$ cat config.mk
export PLATFORM = sky130hd
export DESIGN_NAME = vga_frame_data_sync
export DESIGN_NICKNAME = d
export VERILOG_FILES = /design/src/rtl/vga_frame_data_sync_pkg.sv /design/src/rtl/vga_frame_data_sync_frame_tick_gen.sv /design/src/rtl/vga_frame_data_sync.sv
export SDC_FILE = /design/constraint.sdc
export NUM_CORES = 1
export LEC_CHECK = 0
export ABC_AREA = 1
export BUFFER_PORTS_ARGS = -buffer_cell sky130_fd_sc_hd__buf_2
export CORE_ASPECT_RATIO = 0.8
export CORE_MARGIN = 4
export CORE_UTILIZATION = 30
export CTS_CLUSTER_SIZE = 25
export DETAILED_ROUTE_END_ITERATION = 8
export GPL_TIMING_DRIVEN = 0
export HOLD_SLACK_MARGIN = 0.08
export PLACE_DENSITY = 0.58
export SYNTH_ARGS = -nofsm -noshare
export SYNTH_HDL_FRONTEND = slang
export SYNTH_SLANG_ARGS = --single-unit
$ cat constraint.sdc
create_clock -name vclock -period 1.4 [get_ports vclock]
set_input_delay 0.28 -clock vclock [delete_from_list [all_inputs] [get_ports vclock]]
set_output_delay 0.28 -clock vclock [all_outputs]
set_load 0.03 [all_outputs]
$ cat src/rtl/vga_frame_data_sync_pkg.sv
// vga_frame_data_sync_pkg
// Shared definitions for the rover frame data path. The VGA writer imports
// this package too, so field widths and the frame bundle live here.
//   LOC_W / CMD_W / ORIENT_W / TARGET_W : widths of the rover fields
//   rover_frame_t                       : the four fields as one bundle
//   sat_inc8                            : 8-bit increment that sticks at 255
package vga_frame_data_sync_pkg;

    localparam int LOC_W    = 12;
    localparam int CMD_W    = 12;
    localparam int ORIENT_W = 6;
    localparam int TARGET_W = 4;

    typedef struct packed {
        logic [LOC_W-1:0]    location;
        logic [CMD_W-1:0]    move_command;
        logic [ORIENT_W-1:0] orientation;
        logic [TARGET_W-1:0] target_location;
    } rover_frame_t;

    // Counter increment that holds at the top value instead of wrapping.
    function automatic logic [7:0] sat_inc8(input logic [7:0] value);
        return (value == 8'hFF) ? value : value + 8'd1;
    endfunction

endpackage

$ cat src/rtl/vga_frame_data_sync_frame_tick_gen.sv
// frame_tick_gen
// Detects the falling edge of the active-low vsync, producing a single-cycle
// frame_tick in the first cycle vsync is sampled low.
//   vclock     : pixel clock
//   reset      : synchronous, active-high
//   vsync      : active-low vertical sync, already in the vclock domain
//   frame_tick : high for one cycle at the start of vertical sync
module frame_tick_gen (
    input  logic vclock,
    input  logic reset,
    input  logic vsync,
    output logic frame_tick
);

    logic vsync_prev;

    // Previous vsync sample. Clearing it on reset means a vsync that is
    // already low when reset releases does not look like a new frame.
    always_ff @(posedge vclock) begin
        if (reset) begin
            vsync_prev <= 1'b0;
        end else begin
            vsync_prev <= vsync;
        end
    end

    // High-to-low transition between last cycle and this one.
    assign frame_tick = vsync_prev & ~vsync;

endmodule

$ cat src/rtl/vga_frame_data_sync.sv
// vga_frame_data_sync
// Sits in front of the VGA writer. Tracking/control logic hands over rover
// samples at any time through valid/ready; the latest one is parked in a
// pending register and only copied to the outputs at the start of vsync, so
// the writer sees fields that are constant for a whole frame.
//   vclock, reset                  : pixel clock, synchronous active-high reset
//   in_valid / in_ready            : upstream sample handshake
//   in_location .. in_target_location : sample fields
//   vsync                          : active-low vertical sync
//   location .. target_location    : frame-stable fields
//   new_data                       : one-cycle pulse when fields were updated
//   frames_since_update            : frames since last commit, saturating
//   stale                          : frames_since_update >= STALE_FRAMES
module vga_frame_data_sync
    import vga_frame_data_sync_pkg::*;
#(
    parameter bit               OVERWRITE      = 1'b1,
    parameter int               STALE_FRAMES   = 60,
    parameter logic [LOC_W-1:0] RESET_LOCATION = 12'h000
) (
    input  logic                vclock,
    input  logic                reset,
    input  logic                in_valid,
    output logic                in_ready,
    input  logic [LOC_W-1:0]    in_location,
    input  logic [CMD_W-1:0]    in_move_command,
    input  logic [ORIENT_W-1:0] in_orientation,
    input  logic [TARGET_W-1:0] in_target_location,
    input  logic                vsync,
    output logic [LOC_W-1:0]    location,
    output logic [CMD_W-1:0]    move_command,
    output logic [ORIENT_W-1:0] orientation,
    output logic [TARGET_W-1:0] target_location,
    output logic                new_data,
    output logic [7:0]          frames_since_update,
    output logic                stale
);

    localparam logic [7:0] STALE_LIMIT = 8'(STALE_FRAMES);

    rover_frame_t sample;
    rover_frame_t pending;
    rover_frame_t committed;
    logic         pending_valid;
    logic         frame_tick;
    logic         accept;
    logic         commit;
    logic [7:0]   frames_next;

    frame_tick_gen u_frame_tick_gen (
        .vclock     (vclock),
        .reset      (reset),
        .vsync      (vsync),
        .frame_tick (frame_tick)
    );

    // With OVERWRITE the slot is always open and the newest sample wins;
    // otherwise the slot blocks until its contents have been committed.
    generate
        if (OVERWRITE) begin : g_overwrite
            assign in_ready = 1'b1;
        end else begin : g_blocking
            assign in_ready = ~pending_valid;
        end
    endgenerate

    assign accept = in_valid & in_ready;
    assign commit = frame_tick & pending_valid;

    // Bundle the incoming fields and work out the next frame counter value.
    always_comb begin
        sample.location        = in_location;
        sample.move_command    = in_move_command;
        sample.orientation     = in_orientation;
        sample.target_location = in_target_location;
        frames_next            = frames_since_update;
        if (commit) begin
            frames_next = 8'd0;
        end else if (frame_tick) begin
            frames_next = sat_inc8(frames_since_update);
        end
    end

    // Pending slot and committed outputs. A sample accepted on the tick edge
    // lands in pending while the older pending value is committed, so it
    // waits for the following frame.
    always_ff @(posedge vclock) begin
        if (reset) begin
            pending             <= '0;
            pending_valid       <= 1'b0;
            committed           <= '{location: RESET_LOCATION, default: '0};
            new_data            <= 1'b0;
            frames_since_update <= 8'd0;
            stale               <= 1'b0;
        end else begin
            if (accept) begin
                pending <= sample;
            end
            pending_valid <= accept | (pending_valid & ~frame_tick);
            if (commit) begin
                committed <= pending;
            end
            new_data            <= commit;
            frames_since_update <= frames_next;
            stale               <= (frames_next >= STALE_LIMIT);
        end
    end

    assign location        = committed.location;
    assign move_command    = committed.move_command;
    assign orientation     = committed.orientation;
    assign target_location = committed.target_location;

endmodule

; ---- Word-level counts from Yosys, hierarchy flattened
; Index checks and enable logic that the tools add are counted.
[totals]
ff_bits = 80
word_cells = 25
inputBits = 38
[op_classes]
mux = 3
eq_ne = 1
n_bitwise = 6
add_sub_neg = 1
order_cmp = 1
[ops]
columns = cell, count
row1 = 8-bit 2-to-1 mux, 3
row2 = "8-bit by 1-bit adder with 8-bit output, second input constant", 1
row3 = "8-bit == test, second input constant", 1
row4 = "8-bit by 6-bit greater-or-equal comparator with 1-bit output, second input constant", 1
row5 = 1-bit AND, 3
row6 = 1-bit NOT, 2
row7 = 1-bit bitwise OR, 1

; ---- Logic depth before layout (Yosys ltp)
; Gate-level depths: netlist of the first run.
[depth]
depth_word = 5
mapped_depth = 10
depth_no_buf = 10

; ---- Hierarchy
; From an unflattened synthesis of the first run, not the netlist that was laid out.
[hier_totals]
hier_cells = 384
area_unflattened_um2 = 2942.8
[by_module_without_submodules]
columns = mod, seq_area_each_um2, cells_per_inst, area_per_inst_um2, n_inst
row1 = vga_frame_data_sync, 1581.5, 379, 2905.3, 1
row2 = frame_tick_gen, 20.0, 5, 37.5, 1

; ---- Worst setup path before layout of the first run
; No wires, ideal clock.
[synth_timing]
path_type = register to register
start = register frames_since_update[1]
end = register stale
required_time_ns = 1.287
setup_slack_ns = -0.182
path_stages_with_launch = 11
arrival_time_ns = 1.469
n_path_buf = 0
setup_time_ns = 0.113
path_cell_list = dfxtp_1 > ha_1 > inv_1 > nor2_4 > nand2_4 > nand2_2 > nor2_2 > nor2_4 > nor2_1 > nand3_1 > nand2_1
[synth_between]
elab_chain_len = 5
[synth_lines]
columns = item, line
row1 = start: declaration, vga_frame_data_sync.sv:35  ; output logic [7:0] frames_since_update,
row2 = start signal: assignment, vga_frame_data_sync.sv:104  ; frames_since_update <= frames_next;
row3 = 8-bit by 1-bit adder with 8-bit output or 8-bit == test (tied branches), vga_frame_data_sync_pkg.sv:23  ; return (value == 8'hFF) ? value : value + 8'd1;
row4 = 8-bit 2-to-1 mux, vga_frame_data_sync_pkg.sv:23
row5 = 8-bit 2-to-1 mux *, vga_frame_data_sync.sv:79  ; end else if (frame_tick) begin
row6 = 8-bit 2-to-1 mux *, vga_frame_data_sync.sv:77  ; if (commit) begin
row7 = 8-bit by 6-bit greater-or-equal comparator with 1-bit output *, vga_frame_data_sync.sv:105  ; stale <= (frames_next >= STALE_LIMIT);
row8 = end signal: assignment, vga_frame_data_sync.sv:105
row9 = end: declaration, vga_frame_data_sync.sv:36  ; output logic stale
; Mark *: on every way between the ends. The rest lies on a longest branch, timed or not.
; A chain may end at the register's enable or synchronous reset.

; ---- Worst setup path after layout of the first run
; Ends and elaborated chain as after synthesis.

==> run summary, run 1 <==
Critical Path, Cell by Cell: ha_4 -> inv_2 -> nor2_4 -> nand2_4 -> nand3_1 -> o21ai_1 -> nor2_4 -> nand3_2 -> nand2_2
Max Clock Freq: 710 MHz
Pre-CTS setup slack: -0.0955 ns
Core area: 0.00911 mm2
Status: finished with violations
Clock Skews: 0.00645 ns
Syn nets: 353
FFs w/ async S/R, synth: 0%
Cell mode on critical path: nor2_4
HP Start: in_move_command[9]
Clock Pin Slew Worst Setup and Hold Paths: 0.06 ns
PnR worst setup slack: -0.00933 ns
GR Overflow Total: 0
Die Ht: 94.7 um
Setup Total Neg Slack: -0.00933 ns
Max cap viols: 0
LEAKAGE: 0.00176 uW
Final Hold Fails: 0
Initial Util: 30.9%
Post-DP HPWL: 5.10 mm
Top-count cell post-synth: dfxtp_1
CTS Buffer Depth: 2
Critical path data arrival time: 1.69 ns
Routability cong.: 0.766
Synth cell count leaders: 80 x dfxtp_1, 69 x nor2_1, 34 x o21ai_0
Failing checks: setup timing
R2R Setup Slk: -0.009 ns
Hold_buf cts: 0
CP max FO: 8
Die Span X: 116 um
Final WL: 7.51 mm
CP max stage delay: 0.36 ns
Power Total: 5240 uW
Share of layout cells above drive strength 1: 34.7%
Number of synthesized flops with an enable pin: 0
Total via count in the routed design: 2463
FF-to-FF path depth: 9
Number of setup violations in the final report: 1
Post-Syn Instances: 314
Reg2reg start: frames_since_update[1]
Max Slew Vio Count: 0
CP Capture Type: flop
Sequential area share after synthesis: 56.8%
CP required: 1.68 ns
Worst Tran Pin Value: 0.559 ns
H-tree Lvls: 3
Top cell type's share of synthesized area: 56.8%
Cell variety after synth: 28
RSZ-0062 raised after global routing: true
Nets@finish: 452
Worst Hold Class: primary input to flop
Cts bufs inserted: 9
Buf/Inv on CP: 1
Critical path type: flop to flop
Area grow syn2layout: 35.6%
PortBufs: 81
DR iter-0 viols: 39
Worst-Skew Late Latency: 0.33 ns
Pin count of the biggest net entering global routing: 14
Yosys warnings: 0
Pwr dens: 1370 mW/mm2
Leading area contributor after synthesis: dfxtp_1
Startpoint types: flop
Ys flop type: dfxtp_1
Pre-antenna DRT Iters: 4
Final Critical Period: 1.41 ns
Hold path depth: 3
WHS: 0.166 ns
Number of global-route vias before repair: 2393
Synth Cell Area: 0.00282 mm2
Top Ports: 83
Yosys reg bits: 80
Endpoint, Worst Hold: pending[19]
Antenna Cells: 0
GRT Util Overall: 14.1%
# DRC: 0
Slew headroom: 62.7%
Critical Path Slowest Stage Cell: dfxtp_4
Initial antenna violation count: 0
R2r endpoint: stale
First-pass GRT wire length: 12.0 mm
Routed Antenna Nets: 0
CTS root buf: clkbuf_16
DR WL/cell: 14.1 um
Final worst-path cycle share: 101%
DIE AREA: 0.0110 mm2
TritonCTS clock tree: yes
Crit-path leading delay family: simple AND/OR/NAND/NOR gates
Ranking of synthesized cells by area: dfxtp_1 57%, a22o_1 9.3%, nor2_1 9.2%
VDD IR max: 0.711 mV
TritonCTS Sinks: 80
DR vias/cell: 4.62
FP Rows: 31
Mean post-synth cell area: 8.98 um2
-- stage by stage --
| stage | util [%] | instance area [um2] | cells |
|---|---|---|---|
| 6_report | 41.9 | 3820 | 533 |
| 5_1_grt | 41.9 | 3820 | 533 |
| 4_1_cts | 40.9 | 3730 | 528 |
| 3_5_place_dp | 37.1 | 3380 | 510 |
| 3_3_place_gp | 37.1 | 3380 | 510 |
| 2_1_floorplan | - | 2830 | 314 |
-- worst reg2reg max path, stage by stage, from the launching register on --
cell	delay [ns]
dfxtp_4	0.36
ha_4	0.13
inv_2	0.04
nor2_4	0.15
nand2_4	0.12
nand3_1	0.09
o21ai_1	0.15
nor2_4	0.15
nand3_2	0.10
nand2_2	0.07
-- power by group --
group | internal [uW] | switching (uW) | total [uW]
clock | 1560 | 917 | 2480
combinational | 133 | 222 | 355
sequential | 2360 | 45.1 | 2410
total | 4060 | 1180 | 5240
-- layout make-up --
type	instances	area (um2)
Buffer	18	98.8
Clock buffer	11	233
Clock inverter	5	81.3
Fill cell	908	5290
Inverter	18	70.1
Multi-Input combinational cell	198	1120
Sequential cell	80	1610
Tap cell	115	144
Timing Repair Buffer	88	462
-- worst max path at each step --
stage | startpoint | end | depth (start not counted)
floorplan | frames_since_update[4] | stale | 9
global placement | vsync | move_command[9] | 8
detailed placement | vsync | move_command[6] | 8
CTS | u_frame_tick_gen.vsync_prev | orientation[3] | 6
global route | frames_since_update[1] | stale | 9
finish | frames_since_update[1] | stale | 9
-- cell usage in the layout (no fill, tap or decap), types with 3 or more instances in the layout --
cell / count
a21oi_1: 7
a22o_1: 30
buf_2: 82
buf_4: 8
clkbuf_1: 10
clkbuf_16: 9
clkbuf_4: 6
dfxtp_1: 75
dfxtp_2: 3
inv_1: 12
inv_2: 5
nand2_1: 19
nand2_2: 3
nand2_4: 3
nand3_1: 3
nand3_2: 4
nand4_1: 4
nor2_1: 67
nor2_2: 3
nor2_4: 6
o21ai_0: 34
o21ai_1: 6
-- per-layer routing --
layer	wire [um]	GRT usage (%)	vias to the layer above
li1	-	-	1247
met1	3640	18.3	1109
met2	3230	21.5	90
met3	496	5.12	17
met4	148	4.83	0
met5	0	0	-
-- state kept, by name, indices dropped and copies added, names as in the netlist, 4 cells and up --
name / count
orientation: 6
pending: 34
target_location: 4
frames_since_update: 8
location: 12
move_command: 12
-- logic make-up (layout without fill, tap and decap cells) --
family | count (synthesis) | count (layout) | share of synthesized area (%)
AOI/OAI and AO/OA | 80 | 80 | 18.4
other | 1 | 1 | 0.133
buffers and inverters | 36 | 140 | 5.46
adders and majority gates | 1 | 1 | 0.444
xor gates and xnor gates | 1 | 1 | 0.311
DFF | 80 | 80 | 56.8
and+or+nand+nor | 115 | 115 | 18.4
-- timing repair --
| action | 4_1_cts | 5_1_grt |
|---|---|---|
| gates resized for setup | 5 | 17 |
| endpoints found under the setup margin | 1 | 34 |
| pin swaps | 2 | 8 |
| buffers inserted | 2 | 5 |
Power figures use the tool's default switching activity.
==> run 2, diff against run 1 <==
ABC_AREA = 0   (was 1)
CAP_MARGIN = 25   (was not set)
==> run summary, run 2 <==
Syn nets: 362 (+2.5%)
Slew headroom: 65.5% (+2.8 points)
Ys flop type: dfxtp_1
Pwr dens: 1290 mW/mm2 (-6.1%)
Max cap viols: 0 (unchanged)
Final worst-path cycle share: 114% (+13 points)
Top Ports: 83 (unchanged)
DIE AREA: 0.0115 mm2 (+3.9%)
Worst Tran Pin Value: 0.518 ns (-0.0415 ns)
Status: finished with violations
Final Hold Fails: 0 (unchanged)
Mean post-synth cell area: 9.10 um2 (+1.4%)
GR Overflow Total: 0 (unchanged)
Routability cong.: 0.781 (+2.0%)
Number of global-route vias before repair: 2339 (-2.3%)
LEAKAGE: 0.00175 uW (-0.69%)
Initial Util: 30.6% (-0.34 points)
FP Rows: 32 (+3.2%)
Cell variety after synth: 35 (+25%)
Core area: 0.00961 mm2 (+5.4%)
Crit. Startpoint: frames_since_update[0]
Synth cell count leaders: 80 x dfxtp_1, 73 x nand2_1, 45 x nor2_1
Routed Antenna Nets: 0 (unchanged)
PortBufs: 80 (-1.2%)
RSZ-0062 raised after global routing: true
CP max FO: 6 (-2)
FFs w/ async S/R, synth: 0% (unchanged)
R2r endpoint: stale
Critical path data arrival time: 1.81 ns (+0.12 ns)
Post-DP HPWL: 5.34 mm (+4.6%)
TritonCTS clock tree: yes
Ranking of synthesized cells by area: dfxtp_1 54%, mux2i_1 12%, nand2_1 9.3%
DR vias/cell: 4.51 (-2.4%)
H-tree Lvls: 3 (unchanged)
Top-count cell post-synth: dfxtp_1
Total via count in the routed design: 2430 (-1.3%)
GRT Util Overall: 13.0% (-1.1 points)
DR iter-0 viols: 50 (+28%)
Final core occ: 40.3% (-1.6 points)
Max Clock Freq: 629 MHz (-11%)
Largest reg by FF count: pending
Commonest non-fill, non-tap cells in the layout: 83 x buf_2, 73 x nand2_1, 71 x dfxtp_1
# DRC: 0 (unchanged)
CP Capture Type: flop
Failing checks: setup timing
TritonCTS Sinks: 80 (unchanged)
Final WL: 7.31 mm (-2.8%)
CP required: 1.63 ns (-0.05 ns)
Die Span X: 119 um (+2.0%)
Max FFs per register: 34 (unchanged)
Final Critical Period: 1.59 ns (+0.180 ns)
PnR worst setup slack: -0.189 ns (-0.180 ns)
CTS Buffer Depth: 2 (unchanged)
CP max stage delay: 0.37 ns (about the same)
Top cell type's share of synthesized area: 54.5% (-2.3 points)
VDD IR max: 0.571 mV (-20%)
Fill count: 991 (+9.1%)
FF-to-FF path depth: 5 (-4)
Critical Path Slowest Stage Cell: dfxtp_4
Area grow syn2layout: 31.8%
Initial antenna violation count: 0 (unchanged)
Share of layout cells above drive strength 1: 29.3% (-5.4 points)
Leading area contributor after synthesis: dfxtp_1
Yosys warnings: 0 (unchanged)
Nets@finish: 454 (+0.44%)
Hold_buf cts: 0 (unchanged)
Cts bufs inserted: 9 (unchanged)
Most common cell after layout, fill and taps aside: buf_2
Pre-antenna DRT Iters: 5 (+1)
Sequential area share after synthesis: 54.5% (-2.3 points)
Pin count of the biggest net entering global routing: 14 (unchanged)
First-pass GRT wire length: 11.7 mm (-2.4%)
Number of setup violations in the final report: 2 (+1)
Number of synthesized flops with an enable pin: 0 (unchanged)
CTS root buf: clkbuf_16
Yosys reg bits: 80 (unchanged)
R2R Setup Slk: -0.19 ns (-0.18 ns)
Pre-CTS setup slack: -0.278 ns (-0.182 ns)
DR WL/cell: 13.6 um (-3.9%)
Post-placement cell area: 0.00356 mm2 (+5.4%)
Crit path capture: stale
Clock Skews: 0.00366 ns (-0.00278 ns)
Critical Path, Cell by Cell: ha_4 -> a2111oi_4 -> xor2_1 -> nand2_1 -> o41ai_2
Worst-Skew Late Latency: 0.32 ns (about the same)
Antenna Cells: 0 (unchanged)
Reg2reg start: frames_since_update[0]
Worst Hold Class: primary input to flop
Fin area: 0.00387 mm2 (+1.3%)
Startpoint types: flop
Critical path type: flop to flop
Die Ht: 96.5 um (+1.9%)
Clock Pin Slew Worst Setup and Hold Paths: 0.06 ns (about the same)
Max Slew Vio Count: 0 (unchanged)
Post-Syn Instances: 323 (+2.9%)
Synth Cell Area: 0.00294 mm2 (+4.3%)
[run 2: changes by cell type in the layout (fill, tap and decap cells not counted), sizes merged, moves of 5 or more]
cell   change
nand2     +48
o21ai     -39
nor2      -31
inv       -15
a22o      -30
buf        -5
mux2i     +35
nand3      -6
a21oi     +27
[run 2: cells by family (layout without fill, tap and decap cells)]
| kind of cell | Yosys count | after routing | synth area share, % |
|---|---|---|---|
| buffers and inverters | 23 | 120 | 3.24 |
| xor gates and xnor gates | 2 | 2 | 0.596 |
| muxes | 35 | 35 | 11.9 |
| and+or+nand+nor | 136 | 136 | 19.8 |
| adders and majority gates | 1 | 1 | 0.426 |
| other | 1 | 1 | 0.128 |
| DFF | 80 | 80 | 54.5 |
| AOI/OAI and AO/OA | 45 | 45 | 9.37 |
[run 2: layout make-up]
type | count | area [um2] | share of cell area (%)
timing repair buffer | 81 | 408 | 10.5
buffer | 20 | 96.3 | 2.49
inverter | 3 | 11.3 | 0.291
tap | 119 | 149 | 3.84
multi-input combinational | 220 | 1280 | 33.1
clock buffer | 11 | 243 | 6.26
sequential | 80 | 1630 | 42.1
clock inverter | 5 | 56.3 | 1.45
[run 2: timing repair]
action,CTS,global route
gates resized for setup,3,2
setup buffers,0,1
pin swaps,1,0
setup endpoints to repair,31,32
[run 2: critical path, delay by kind of cell, from the launching register on]
kind	cells	cell delay [ns]
compound gates	2	0.65
flops	1	0.37
fa+ha+maj	1	0.19
xor+xnor	1	0.18
simple gates	1	0.10
[run 2: power by group]
group | internal [uW] | switching (uW) | total [uW]
Sequential | 2340 | 41.5 | 2380
Combinational | 130 | 170 | 301
Clock | 1430 | 884 | 2310
[run 2: worst min-delay path by stage]
stage / startpoint / to / slack, ns / depth (start not counted)
CTS: in_move_command[6] / pending[16] / 0.18 / 3
global placement: pending[3] / target_location[3] / 0.44 / 2
global route: in_move_command[5] / pending[15] / 0.19 / 3
detailed placement: orientation[0] / orientation[0] / 0.44 / 2
floorplan: vsync / u_frame_tick_gen.vsync_prev / 0.41 / 1
finish: in_move_command[6] / pending[16] / 0.19 / 3
[run 2: metal layers]
| metal | global-route usage, % | wire length [um] | vias up |
|---|---|---|---|
| li1 | - | - | 1254 |
| met2 | 20.7 | 3280 | 65 |
| met1 | 16.1 | 3490 | 1097 |
| met3 | 4.07 | 394 | 14 |
| met4 | 6.46 | 148 | 0 |
| met5 | 0 | 0 | - |
[run 2: per-stage QoR]
stage / setup TNS (ns) / hold WS, ns / total power, uW / cells
after floorplan: -0.106 / 0.407 / 2610 / 323
after global placement: -6.44 / 0.440 / 2720 / 522
after detailed placement: -8.78 / 0.444 / 2730 / 522
after CTS: -0.209 / 0.179 / 5080 / 538
after global routing: -3.24 / 0.186 / 5200 / 539
final: -0.269 / 0.188 / 4990 / 539
==> run 3, diff against run 2 <==
ABC_AREA = 1   (was 0)
CAP_MARGIN = not set   (was 25)
GPL_TIMING_DRIVEN = not set   (was 0)
==> run summary, run 3 (synthesized netlist as in run 1, its figures left out) <==
Status: finished clean
Worst-Skew Late Latency: 0.33 ns (about the same)
Commonest non-fill, non-tap cells in the layout: 81 x buf_2, 75 x dfxtp_1, 67 x nor2_1
GR Overflow Total: 0 (unchanged)
Layout Cells excl Fill: 524 (-2.8%)
TritonCTS Sinks: 80 (unchanged)
Crit path capture: stale
Setup Total Neg Slack: 0 ns (+0.269 ns)
DR vias/cell: 4.56 (+1.1%)
DR iter-0 viols: 135 (+170%)
Total via count in the routed design: 2389 (-1.7%)
Fill count: 886 (-11%)
PortBufs: 81 (+1.3%)
Area grow syn2layout: 35.2%
FF-to-FF path depth: 10 (+5)
Max cap viols: 0 (unchanged)
Clock Skews: 0.00663 ns (+0.00297 ns)
Largest reg by FF count: pending
Nets@finish: 443 (-2.4%)
Pre-antenna DRT Iters: 4 (-1)
CP required: 1.68 ns (+0.05 ns)
Inst Count DP: 505 (-3.3%)
Routed Antenna Nets: 0 (unchanged)
FP Rows: 31 (-3.1%)
Crit. Startpoint: frames_since_update[1]
Final Critical Period: 1.33 ns (-0.255 ns)
Post-placement cell area: 0.00344 mm2 (-3.4%)
Initial antenna violation count: 0 (unchanged)
Worst Hold Class: primary input to flop
GRT Util Overall: 13.3% (+0.29 points)
Critical path data arrival time: 1.61 ns (-0.20 ns)
Critical path type: flop to flop
Top Ports: 83 (unchanged)
R2R Setup Slk: 0.07 ns (+0.26 ns)
Fin area: 0.00381 mm2 (-1.6%)
Hold_buf cts: 0 (unchanged)
Final Hold Fails: 0 (unchanged)
Startpoint types: flop
Cts bufs inserted: 9 (unchanged)
R2r endpoint: stale
CP Capture Type: flop
Number of global-route vias before repair: 2369 (+1.3%)
DR WL/cell: 13.6 um (+0.33%)
CP max FO: 3 (-3)
LEAKAGE: 0.00177 uW (+1.3%)
Final core occ: 41.8% (+1.5 points)
Reg2reg start: frames_since_update[1]
Final worst-path cycle share: 95.3% (-18 points)
VDD IR max: 0.671 mV (+18%)
Routability cong.: 0.767 (-1.8%)
Max Slew Vio Count: 0 (unchanged)
Pin count of the biggest net entering global routing: 33 (+19)
RSZ-0062 raised after global routing: true
Power Total: 5130 uW (+2.8%)
First-pass GRT wire length: 11.5 mm (-1.1%)
Max FFs per register: 34 (unchanged)
Most common cell after layout, fill and taps aside: buf_2
Number of setup violations in the final report: 0 (-2)
Die Ht: 94.7 um (-1.9%)
Share of layout cells above drive strength 1: 35.5% (+6.2 points)
CTS root buf: clkbuf_16
Register area: 0.00161 mm2 (-1.1%)
DIE AREA: 0.0110 mm2 (-3.8%)
CTS Buffer Depth: 2 (unchanged)
Pwr dens: 1350 mW/mm2 (+4.5%)
Max Clock Freq: 750 MHz (+19%)
Post-DP HPWL: 4.76 mm (-11%)
TritonCTS clock tree: yes
Clock Pin Slew Worst Setup and Hold Paths: 0.06 ns (about the same)
Antenna Cells: 0 (unchanged)
# DRC: 0 (unchanged)
Initial Util: 30.9% (+0.34 points)
Core area: 0.00911 mm2 (-5.1%)
Final WL: 7.13 mm (-2.5%)
H-tree Lvls: 3 (unchanged)
Area of the multi-input gates: 0.00110 mm2 (-14%)
Die Span X: 116 um (-1.9%)
run 3: cell count changes in the layout (fill, tap and decap cells not counted), moves of 9 or more:
cell / change
nor2_1: +22
a22o_1: +30
buf_4: +9
clkbuf_1: -12
a21oi_1: -28
inv_1: +9
mux2i_1: -35
nand2_1: -53
o21ai_0: +34
run 3: power by group:
group,leakage (uW),internal (uW),switching (uW)
sequential,0.000658,2360,45.8
clock,0.000152,1470,893
combinational,0.000962,144,213
total,0.00177,3980,1150
run 3: layout make-up:
cell class	instances	area share (%)
clock buffers	11	6.63
clock inverters	5	1.41
inverters	18	1.84
multi-input cells	198	28.8
flip-flops and latches	80	42.3
well taps	115	3.77
repair buffers	97	15.2
run 3: repair_timing:
item	in CTS	in global routing
cloned	0	0
gates resized for setup	2	9
endpoints found under the setup margin	2	2
pin swaps	1	6
setup buffers	0	3
run 3: worst min-delay path by stage:
| stage | from | end | slack (ns) | cells after the start |
|---|---|---|---|---|
| floorplan | reset | pending_valid | 0.35 | 1 |
| global placement | pending[33] | pending[33] | 0.44 | 2 |
| detailed placement | pending[33] | location[11] | 0.45 | 2 |
| CTS | vsync | u_frame_tick_gen.vsync_prev | 0.16 | 3 |
| global route | in_move_command[6] | pending[16] | 0.16 | 3 |
| finish | vsync | u_frame_tick_gen.vsync_prev | 0.17 | 3 |
run 3: layer usage:
metal  wire, um  vias to the layer above  GRT usage (%)
met4         62                        0           3.96
met1       3560                     1081           17.9
met5          0                        -              0
met3        478                        9           4.87
li1           -                     1228              -
met2       3020                       71           19.8
run 3: per-stage QoR:
stage / hold slack [ns] / setup slack (ns)
4_1_cts: 0.157 / 0.00291
6_report: 0.168 / 0.0660
3_5_place_dp: 0.450 / -0.0239
3_3_place_gp: 0.444 / -0.0148
2_1_floorplan: 0.349 / 0.0242
5_1_grt: 0.164 / -0.0396
run 3: worst max-delay path: stages, from the launching register on:
cell and delay [ns]:
dfxtp_4 0.36, ha_4 0.14, inv_2 0.04, nor2_4 0.15, buf_6 0.12, nand3_2 0.08, nand2_1 0.07, nand2_1 0.06
nor2_2 0.13, nand3_2 0.08, nand2_1 0.07
